[src/rtl/vram_draw_ctrl.sv]
// Sprite-draw (DXYN, XOR read-modify-write) and CLS sequencer for the vram port.
// Build option: define SPRITE_WRAP_EN to wrap off-screen sprite pixels instead of clipping.
module vram_draw_ctrl #(
  parameter int SCREEN_W = 64,
  parameter int SCREEN_H = 32
) (
  input  logic        clk,
  input  logic        reset,
  input  logic        req,
  input  logic        cmd_clear,
  input  logic [6:0]  x,
  input  logic [5:0]  y,
  input  logic [3:0]  n,
  input  logic [11:0] i_addr,
  input  logic [1:0]  plane,
  output logic        ready,
  output logic        done,
  output logic        collision,
  output logic [11:0] ram_addr,
  input  logic [7:0]  ram_dout,
  output logic [6:0]  vram_hpos,
  output logic [5:0]  vram_vpos,
  input  logic [1:0]  vram_pixeli,
  output logic [1:0]  vram_pixelo,
  output logic        vram_we
);

  typedef enum logic [2:0] {
    IDLE,
    FETCH,
    FETCH_WAIT,
    PIX_RD,
    PIX_WR,
    PIX_SKIP,
    CLEAR,
    DONE
  } state_t;

  localparam logic [6:0] XMASK = 7'(SCREEN_W - 1);
  localparam logic [5:0] YMASK = 6'(SCREEN_H - 1);
  localparam logic [7:0] XLIM  = 8'(SCREEN_W);
  localparam logic [6:0] YLIM  = 7'(SCREEN_H);

  state_t      state_q, state_d;
  logic [6:0]  x0_q;
  logic [5:0]  y0_q;
  logic        wide_q;
  logic [3:0]  rmax_q;
  logic [1:0]  plane_q;
  logic [11:0] addr_q;
  logic [15:0] bits_q, bits_d;
  logic [3:0]  c_q;
  logic [3:0]  r_q;
  logic        k_q;
  logic [6:0]  hc_q;
  logic [5:0]  vc_q;
  logic        coll_q;
  logic [3:0]  cmax;
  logic        row_end;
  logic        last_row;
  logic        clr_end;
  logic [6:0]  pix_h;
  logic [5:0]  pix_v;

  // Pick the state for a sprite pixel: drawn pixels need RMW, others skip.
  function automatic state_t pix_sel(
    input logic       b,
    input logic [6:0] xo,
    input logic [5:0] yo,
    input logic [3:0] col,
    input logic [3:0] row
  );
    logic [7:0] px;
    logic [6:0] py;
    logic       on;
    px = {1'b0, xo} + {4'd0, col};
    py = {1'b0, yo} + {3'd0, row};
    on = (px < XLIM) && (py < YLIM);
`ifdef SPRITE_WRAP_EN
    on = 1'b1;
`endif
    return (b && on) ? PIX_RD : PIX_SKIP;
  endfunction

  assign cmax     = wide_q ? 4'd15 : 4'd7;
  assign row_end  = (c_q == cmax);
  assign last_row = (r_q == rmax_q);
  assign clr_end  = (hc_q == XMASK) && (vc_q == YMASK);
  assign pix_h    = (x0_q + {3'd0, c_q}) & XMASK;
  assign pix_v    = (y0_q + {2'd0, r_q}) & YMASK;

  always_ff @(posedge clk or negedge reset) begin
    if (!reset) state_q <= IDLE;
    else        state_q <= state_d;
  end

  always_comb begin
    state_d = state_q;
    bits_d  = bits_q;
    unique case (state_q)
      IDLE: begin
        if (req) state_d = cmd_clear ? CLEAR : FETCH;
      end
      FETCH: state_d = FETCH_WAIT;
      FETCH_WAIT: begin
        bits_d = k_q ? {bits_q[15:8], ram_dout}
                     : {ram_dout, 8'h00};
        if (wide_q && !k_q) state_d = FETCH;
        else state_d = pix_sel(bits_d[15], x0_q, y0_q,
                               4'd0, r_q);
      end
      PIX_RD: state_d = PIX_WR;
      PIX_WR, PIX_SKIP: begin
        if (row_end) state_d = last_row ? DONE : FETCH;
        else state_d = pix_sel(bits_q[14], x0_q, y0_q,
                               c_q + 4'd1, r_q);
      end
      CLEAR: begin
        if (clr_end) state_d = DONE;
      end
      DONE: state_d = IDLE;
      default: state_d = IDLE;
    endcase
  end

  always_ff @(posedge clk or negedge reset) begin
    if (!reset) begin
      x0_q    <= '0;
      y0_q    <= '0;
      wide_q  <= 1'b0;
      rmax_q  <= '0;
      plane_q <= '0;
      addr_q  <= '0;
      bits_q  <= '0;
      c_q     <= '0;
      r_q     <= '0;
      k_q     <= 1'b0;
      hc_q    <= '0;
      vc_q    <= '0;
      coll_q  <= 1'b0;
    end else begin
      case (state_q)
        IDLE: begin
          if (req) begin
            x0_q    <= x & XMASK;
            y0_q    <= y & YMASK;
            wide_q  <= (n == 4'd0);
            rmax_q  <= n - 4'd1;
            plane_q <= plane;
            addr_q  <= i_addr;
            bits_q  <= '0;
            c_q     <= '0;
            r_q     <= '0;
            k_q     <= 1'b0;
            hc_q    <= '0;
            vc_q    <= '0;
            coll_q  <= 1'b0;
          end
        end
        FETCH_WAIT: begin
          bits_q <= bits_d;
          addr_q <= addr_q + 12'd1;
          k_q    <= wide_q & ~k_q;
        end
        PIX_WR, PIX_SKIP: begin
          if (state_q == PIX_WR && |(vram_pixeli & plane_q))
            coll_q <= 1'b1;
          bits_q <= {bits_q[14:0], 1'b0};
          if (row_end) begin
            c_q <= '0;
            r_q <= r_q + 4'd1;
          end else begin
            c_q <= c_q + 4'd1;
          end
        end
        CLEAR: begin
          if (hc_q == XMASK) begin
            hc_q <= '0;
            vc_q <= vc_q + 6'd1;
          end else begin
            hc_q <= hc_q + 7'd1;
          end
        end
        default: ;
      endcase
    end
  end

  always_comb begin
    ready       = (state_q == IDLE);
    done        = (state_q == DONE);
    collision   = coll_q;
    ram_addr    = '0;
    vram_hpos   = '0;
    vram_vpos   = '0;
    vram_pixelo = '0;
    vram_we     = 1'b0;
    unique case (1'b1)
      (state_q == FETCH): ram_addr = addr_q;
      (state_q == PIX_RD): begin
        vram_hpos = pix_h;
        vram_vpos = pix_v;
      end
      (state_q == PIX_WR): begin
        vram_hpos   = pix_h;
        vram_vpos   = pix_v;
        vram_pixelo = vram_pixeli ^ plane_q;
        vram_we     = 1'b1;
      end
      (state_q == CLEAR): begin
        vram_hpos = hc_q;
        vram_vpos = vc_q;
        vram_we   = 1'b1;
      end
      default: ;
    endcase
  end

endmodule
[config.mk]
export PLATFORM = sky130hd
export DESIGN_NAME = vram_draw_ctrl
export DESIGN_NICKNAME = d
export VERILOG_FILES = /design/src/rtl/vram_draw_ctrl.sv
export SDC_FILE = /design/constraint.sdc
export NUM_CORES = 1
export LEC_CHECK = 0
export CAP_MARGIN = 20
export CORE_MARGIN = 2
export CORE_UTILIZATION = 40
export CTS_BUF_LIST = sky130_fd_sc_hd__clkbuf_8
export DETAILED_ROUTE_END_ITERATION = 10
export GPL_ROUTABILITY_DRIVEN = 1
export PLACE_DENSITY = 0.61
export SLEW_MARGIN = 5
export SYNTH_ARGS = -nofsm -noshare
export SYNTH_HDL_FRONTEND = slang
export SYNTH_SLANG_ARGS = --single-unit
[constraint.sdc]
create_clock -name clk -period 4.8 [get_ports clk]
set_clock_uncertainty 0.05 [all_clocks]
set_input_delay 0.96 -clock clk [delete_from_list [all_inputs] [get_ports clk]]
set_output_delay 0.96 -clock clk [all_outputs]
set_load 0.02 [all_outputs]
==> reports/qor.txt, run 1 <==
FLOORPLAN
----------------------------------------------------------------------------
Height of the chip ............................................  107 microns
Area of the die ...............................................  11400 sq um
Initial core utilization ......................................        41.1%
I/O pin count .................................................           76
Area of the core ..............................................  10300 sq um
Row count .....................................................           37
Die width .....................................................  107 microns

CTS
----------------------------------------------------------------------------
TritonCTS clock tree ..........................................        built
Hold buffer count at CTS ......................................            0
Number of resized instances in the post-cts repair step .......            0
Clock slew at reported path FFs ...............................        80 ps
Clock latency on the worst-skew pair ..........................       350 ps
# clock sinks .................................................           72
Library cell used as clock root buffer ........................ sky130_fd_sc_hd__clkbuf_8
H-tree lvl count ..............................................            3
CTS Buffer Depth ..............................................            2
Clock buffers created by TritonCTS ............................            9
Post-CTS Setup Repair Bufs ....................................            0

STA
----------------------------------------------------------------------------
Total setup violations reported at the end of the flow ........            0
Actual slew at the worst max-slew pin .........................       868 ps
Setup TNS .....................................................         0 ps
Count of endpoints failing hold in the final timing report ....            0
Setup repair after global routing missed its margin ...........        false
Final Max Tran Viols ..........................................            0
Final period utilization ......................................        81.0%
Max-Slew Margin vs Limit ......................................        42.1%
FMAX ..........................................................    0.257 GHz
Final critical delay including setup and external delays ......      3890 ps

CRITICAL PATH
----------------------------------------------------------------------------
Worst-path maximum fanout .....................................           18
Type of the setup path with the least slack ...................   reg -> out
Depth of the worst register-to-register path ..................            5
FF-to-FF Start ................................................ state_q[2]$_DFFE_PN0P_
Buffers and inverters on the worst path .......................            1
FF-to-FF setup slack ..........................................      2350 ps
Category of the worst setup path capture point ................ primary output
Worst setup SP type ...........................................     register
CP Data Arrival Time ..........................................      2880 ps
Crit path required time .......................................      3790 ps
End of the worst register-to-register path .................... y0_q[1]$_DFFE_PN0P_
Stages on the worst setup path ................................            5
CP top delay family ........................................... simple AND/OR/NAND/NOR gates
Cells along the critical path ................................. nand2b_1, nor2_1, nand2_1, o21ai_0, clkdlybuf4s50_1
Maximum single-stage delay on the critical path ...............       720 ps
Slowest library cell on the worst path ........................ sky130_fd_sc_hd__dfrtp_1

ROUTE
----------------------------------------------------------------------------
Routed Wire Length ............................................ 9900 microns
Iteration-0 DRC count of the detailed router ..................          206
Routed len/inst ............................................... 14.6 microns
Number of detailed-route iterations in the first pass .........            7
Final routed DRC violation total ..............................            0
Vias per inst .................................................         5.25
Total via count in the routed design ..........................         3567
Antenna-violating nets left ...................................            0

LOGIC SYNTHESIS
----------------------------------------------------------------------------
Yosys warns ...................................................            0
Register area share after synthesis ...........................        42.5%
Post-synthesis instance total .................................          470
Total standard cell area after synthesis ......................   4240 sq um
Dominant cells by area after synthesis ........................ sky130_fd_sc_hd__dfrtp_1 43%, sky130_fd_sc_hd__nand2_1 7.2%, sky130_fd_sc_hd__ha_1 5.9%
Async SR Flop Fraction ........................................         100%
Count of unique library cells instantiated by Yosys ...........           57
Top flip-flop cell by instance count after synthesis .......... sky130_fd_sc_hd__dfrtp_1
Share of the synthesized area in the top cell type ............        42.5%
Mean cell area of the mapped netlist ..........................   9.02 sq um
Cell taking the most area after synthesis ..................... sky130_fd_sc_hd__dfrtp_1
Count of flip-flops with a built-in enable after synthesis ....            0
Net Count, Synth ..............................................          537
Synthesis-stage register bit count ............................           72

RUN STATUS
----------------------------------------------------------------------------
Outcome ....................................................... finished clean

GRT
----------------------------------------------------------------------------
GRT overflow ..................................................            0
Total routing usage reported by global routing ................        18.4%
Number of global-route vias before repair .....................         3289
Global-route wire length before repair ........................ 16600 microns
Largest net degree at the start of global routing .............           35
Initial antenna violation count ...............................            0

LAYOUT
----------------------------------------------------------------------------
Number of filler instances in the final layout ................         1009
Antenna Cells .................................................            0
Layout cell share with drive strength beyond 1 ................        6.43%
Most common library cell in the layout ignoring fill and taps . sky130_fd_sc_hd__nand2_1
Utilization of the core after routing .........................        51.7%
Total area of sequential cells ................................   1800 sq um
Final net count ...............................................          606
Area added between synthesis and finish .......................        25.8%
Most frequent cells in the layout ............................. 81 x sky130_fd_sc_hd__nand2_1, 72 x sky130_fd_sc_hd__dfrtp_1, 72 x sky130_fd_sc_hd__clkdlybuf4s50_1, 35 x sky130_fd_sc_hd__o21ai_0, 33 x sky130_fd_sc_hd__nor2_1
Footprint of the multi-input gates ............................   2220 sq um

POWER
----------------------------------------------------------------------------
Internal portion of total power ...............................      1850 uW
Comb power frac ...............................................        46.7%
Cell area power density .......................................  588 nW/um^2
Fraction of power spent switching nets ........................        41.1%
Post-layout power .............................................      3130 uW
Worst VDD drop ................................................     0.230 mV
Sequential power share ........................................        34.0%
Leak ..........................................................   0.00243 uW
Net Sw Power ..................................................      1290 uW
Clock power share .............................................        19.3%

PLACED DESIGN
----------------------------------------------------------------------------
Buffers on Ports ..............................................           73
Routability congestion estimate from global placement .........        0.829
HPWL after DPL ................................................ 7300 microns

WORST HOLD PATH
----------------------------------------------------------------------------
Class of the tightest hold or removal check ...................   reg -> reg
Min-Delay Startpoint .......................................... collision$_DFFE_PN0P_
WHS Endpoint .................................................. collision$_DFFE_PN0P_
Worst Hold Depth ..............................................            2

FLOW RUN
----------------------------------------------------------------------------
Max-cap violations ............................................            0

==> per-stage QoR <==
step	instance area (sq um)	worst slack [ps]	hold WS, ps	cells
4_1_cts	5330	900	429	680
5_1_grt	5330	676	445	680
6_report	5330	912	425	680
2_1_floorplan	4240	2030	400	470
3_3_place_gp	5060	1310	408	663
3_5_place_dp	5080	1290	409	664
==> worst max path at each step <==
| stage | start | slack [ps] | to |
|---|---|---|---|
| after floorplan | c_q[3]$_DFFE_PN0P_ | 2030 | vram_hpos[5] |
| after global placement | state_q[2]$_DFFE_PN0P_ | 1310 | vram_vpos[1] |
| after detailed placement | state_q[2]$_DFFE_PN0P_ | 1290 | vram_vpos[1] |
| after CTS | state_q[2]$_DFFE_PN0P_ | 900 | vram_vpos[1] |
| after global routing | state_q[2]$_DFFE_PN0P_ | 680 | vram_hpos[1] |
| final | state_q[2]$_DFFE_PN0P_ | 910 | vram_vpos[1] |
==> cell type report <==
type                       instances  share of cell area, %
clock buffer                      11                   2.84
sequential                        72                   33.8
tap                              136                   3.19
clock inverter                     5                   1.92
inverter                          27                   1.90
multi-input combinational        349                   41.5
timing repair buffer              80                   14.8
==> routing by layer <==
metal / part of all wire, % / wire length (microns) / up-vias / GRT usage, %
li1: - / - / 1800 / -
met1: 49 / 4810 / 1683 / 26.1
met5: 0 / 0 / - / 0
met2: 47 / 4610 / 71 / 28.4
met4: 1.5 / 144 / 0 / 7.24
met3: 3.4 / 336 / 13 / 2.92
==> kinds of logic after synthesis <==
logic type / synth area share, %
compound gates: 17.2
simple gates: 22.5
flops: 42.5
xor+xnor: 4.55
mux: 1.18
fa+ha+maj: 6.85
buf+inv: 5.22
==> flip-flops by register name (all words and copies together), names as in the netlist <==
signal,cells
x0_q,6
c_q,4
k_q,1
bits_q,16
addr_q,12
state_q,3
wide_q,1
r_q,4
y0_q,5
collision,1
rmax_q,4
plane_q,2
hc_q,7
vc_q,6
==> Yosys cell counts, types with 5 or more instances <==
cell type                  instances
sky130_fd_sc_hd__a21oi_1          15
sky130_fd_sc_hd__a222oi_1         15
sky130_fd_sc_hd__and2_1           17
sky130_fd_sc_hd__and3_1            5
sky130_fd_sc_hd__buf_2             9
sky130_fd_sc_hd__clkbuf_1          8
sky130_fd_sc_hd__dfrtp_1          72
sky130_fd_sc_hd__ha_1             20
sky130_fd_sc_hd__inv_1            27
sky130_fd_sc_hd__mux2i_1           5
sky130_fd_sc_hd__nand2_1          81
sky130_fd_sc_hd__nand3_1          16
sky130_fd_sc_hd__nand4_1           6
sky130_fd_sc_hd__nor2_1           33
sky130_fd_sc_hd__nor2b_1           6
sky130_fd_sc_hd__nor3_1           10
sky130_fd_sc_hd__o211ai_1          5
sky130_fd_sc_hd__o21ai_0          35
sky130_fd_sc_hd__xnor2_1           8
sky130_fd_sc_hd__xor2_1           14
==> tightest hold or removal path, cell delays in order (launching register included) <==
cell                      delay (ps)
sky130_fd_sc_hd__dfrtp_1         350
sky130_fd_sc_hd__nand2_1          50
sky130_fd_sc_hd__nand2_1          50
==> power groups by stage <==
| stage | registers (uW) | logic [uW] | clock network [uW] |
|---|---|---|---|
| after CTS | 1070 | 1480 | 619 |
| after global placement | 1070 | 1440 | 0 |
| final | 1070 | 1460 | 605 |
| after floorplan | 984 | 1090 | 0 |
| after global routing | 1110 | 1640 | 645 |
| after detailed placement | 1080 | 1470 | 0 |
No activity file was read; power rests on OpenSTA's default activity.
==> run 2, diff against run 1 <==
clock period = 4 ns   (was 4.8 ns; I/O delays follow)
==> reports/qor.txt, run 2 (synthesis results as in run 1) <==
CTS
----------------------------------------------------------------------------------
Hold buffer count at CTS ............................................            0
Post-CTS Setup Repair Bufs ..........................................            0
CTS Buffer Depth ....................................................            2
TritonCTS clock tree ................................................        built
H-tree lvl count ....................................................            3
Number of resized instances in the post-cts repair step .............            0
# clock sinks .......................................................           72
Clock latency on the worst-skew pair ................................       350 ps
Library cell used as clock root buffer .............................. sky130_fd_sc_hd__clkbuf_8
Clock buffers created by TritonCTS ..................................            9
Clock slew at reported path FFs .....................................        80 ps

LAYOUT
----------------------------------------------------------------------------------
Most frequent cells in the layout ................................... 81 x sky130_fd_sc_hd__nand2_1, 72 x sky130_fd_sc_hd__dfrtp_1, 72 x sky130_fd_sc_hd__clkdlybuf4s50_1, 35 x sky130_fd_sc_hd__o21ai_0, 33 x sky130_fd_sc_hd__nor2_1
Number of filler instances in the final layout ......................          994
Antenna Cells .......................................................            0
Final net count .....................................................          608
Most common library cell in the layout ignoring fill and taps ....... sky130_fd_sc_hd__nand2_1
Total non-filler cell area in the finished layout ...................   5270 sq um
Layout cell share with drive strength beyond 1 ......................        6.41%
Register containing the most flip-flops in the final layout .........       bits_q
Flip-flop count of the largest register, all copies and words added .           16
Largest registers ................................................... bits_q (16), addr_q (12), hc_q (7)
Area added between synthesis and finish .............................        24.3%

ROUTE
----------------------------------------------------------------------------------
Number of detailed-route iterations in the first pass ...............            5
Total via count in the routed design ................................         3554
Antenna-violating nets left .........................................            0
Iteration-0 DRC count of the detailed router ........................          276
Vias per inst .......................................................         5.21
Final routed DRC violation total ....................................            0
Routed len/inst ..................................................... 14.4 microns
Routed Wire Length .................................................. 9800 microns

CRITICAL PATH
----------------------------------------------------------------------------------
Type of the setup path with the least slack .........................   reg -> out
Category of the worst setup path capture point ...................... primary output
CP Data Arrival Time ................................................      2680 ps
Worst-path maximum fanout ...........................................           14
Crit path required time .............................................      3150 ps
Worst setup SP type .................................................     register

GRT
----------------------------------------------------------------------------------
Total routing usage reported by global routing ......................        18.2%
Global-route wire length before repair .............................. 16300 microns
Largest net degree at the start of global routing ...................           73
Number of global-route vias before repair ...........................         3312
Initial antenna violation count .....................................            0
GRT overflow ........................................................            0

POWER
----------------------------------------------------------------------------------
Worst VDD drop ......................................................     0.211 mV
Cell area power density .............................................  680 nW/um^2
Leak ................................................................   0.00241 uW

FLOORPLAN
----------------------------------------------------------------------------------
Height of the chip ..................................................  107 microns
Row count ...........................................................           37
Initial core utilization ............................................        41.1%
I/O pin count .......................................................           76
Area of the die .....................................................  11400 sq um
Area of the core ....................................................  10300 sq um
Die width ...........................................................  107 microns

STA
----------------------------------------------------------------------------------
Final period utilization ............................................        88.1%
Final critical delay including setup and external delays ............      3530 ps
Final Max Tran Viols ................................................            0
Actual slew at the worst max-slew pin ...............................       929 ps
Count of endpoints failing hold in the final timing report ..........            0
FMAX ................................................................    0.284 GHz
Total setup violations reported at the end of the flow ..............            0
Setup TNS ...........................................................         0 ps
Max-Slew Margin vs Limit ............................................        38.0%
Setup repair after global routing missed its margin .................        false

PLACED DESIGN
----------------------------------------------------------------------------------
Buffers on Ports ....................................................           73
HPWL after DPL ...................................................... 7040 microns
Routability congestion estimate from global placement ...............        0.836
Placed inst area ....................................................   5080 sq um

RUN STATUS
----------------------------------------------------------------------------------
Outcome ............................................................. finished clean

FLOW RUN
----------------------------------------------------------------------------------
Max-cap violations ..................................................            0

WORST HOLD PATH
----------------------------------------------------------------------------------
Class of the tightest hold or removal check .........................   reg -> reg

## run 2: changes by cell type in the layout (fill, tap and decap cells not counted)
cell                        previous run  this run
sky130_fd_sc_hd__buf_12                1         0
sky130_fd_sc_hd__inv_1                27        29
sky130_fd_sc_hd__clkbuf_8             11        12
sky130_fd_sc_hd__bufinv_16             3         0
sky130_fd_sc_hd__buf_4                 6         9
## run 2: routing by layer
metal	share of wire [%]	global-route usage (%)	vias up
met3	3.7	3.47	7
met2	47	28.5	69
met4	1.2	6.40	0
li1	-	-	1804
met1	48	25.1	1674
met5	0	0	-
## run 2: layout make-up
| class | count | area [sq um] | share of cell area, % |
|---|---|---|---|
| multi-input combinational | 349 | 2220 | 42.1 |
| sequential | 72 | 1800 | 34.2 |
| timing repair buffer | 82 | 793 | 15.1 |
| tap | 136 | 170 | 3.23 |
| clock buffer | 12 | 165 | 3.14 |
| inverter | 27 | 101 | 1.92 |
| clock inverter | 4 | 20.0 | 0.380 |
## run 2: worst paths after layout
path | to | cells past startpoint | slack [ps] | startpoint
worst min register to register | collision$_DFFE_PN0P_ | 2 | 430 | collision$_DFFE_PN0P_
worst min-delay path | collision$_DFFE_PN0P_ | 2 | 430 | collision$_DFFE_PN0P_
worst max register to register | state_q[2]$_DFFE_PN0P_ | 7 | 1810 | c_q[0]$_DFFE_PN0P_
worst max-delay path | vram_hpos[3] | 5 | 470 | state_q[0]$_DFFE_PN0P_
min in group asynchronous | hc_q[1]$_DFFE_PN0P_ | 2 | 610 | reset
max in group asynchronous | bits_q[10]$_DFFE_PN0P_ | 2 | 2670 | reset
## run 2: critical path: stages, from the launching register on
cell and delay [ps]:
sky130_fd_sc_hd__dfrtp_1 540, sky130_fd_sc_hd__nand2b_1 380, sky130_fd_sc_hd__nor2_1 420, sky130_fd_sc_hd__o21ai_0 140
sky130_fd_sc_hd__o21ai_0 160, sky130_fd_sc_hd__clkdlybuf4s50_1 670
## run 2: power by group
| group | switching [uW] | internal (uW) |
|---|---|---|
| Sequential | 281 | 990 |
| Combinational | 987 | 788 |
| Clock | 268 | 271 |
## run 2: per-stage QoR
stage                     instances  total power, uW  utilization [%]  hold slack (ps)  setup WS [ps]
final                           682             3580             51.0              432            475
after CTS                       682             3610             51.0              434            446
after floorplan                 470             2490                -              400           1390
after detailed placement        666             3060             49.2              409            853
after global placement          666             3030             49.2              405            855
after global routing            682             3880             51.0              459            275
==> run 3, diff against run 2 <==
SKIP_CTS_REPAIR_TIMING = 1   (was unset)
==> results of run 3 <==
Same layout as run 2: the final DEF is identical, and so are final timing and power.
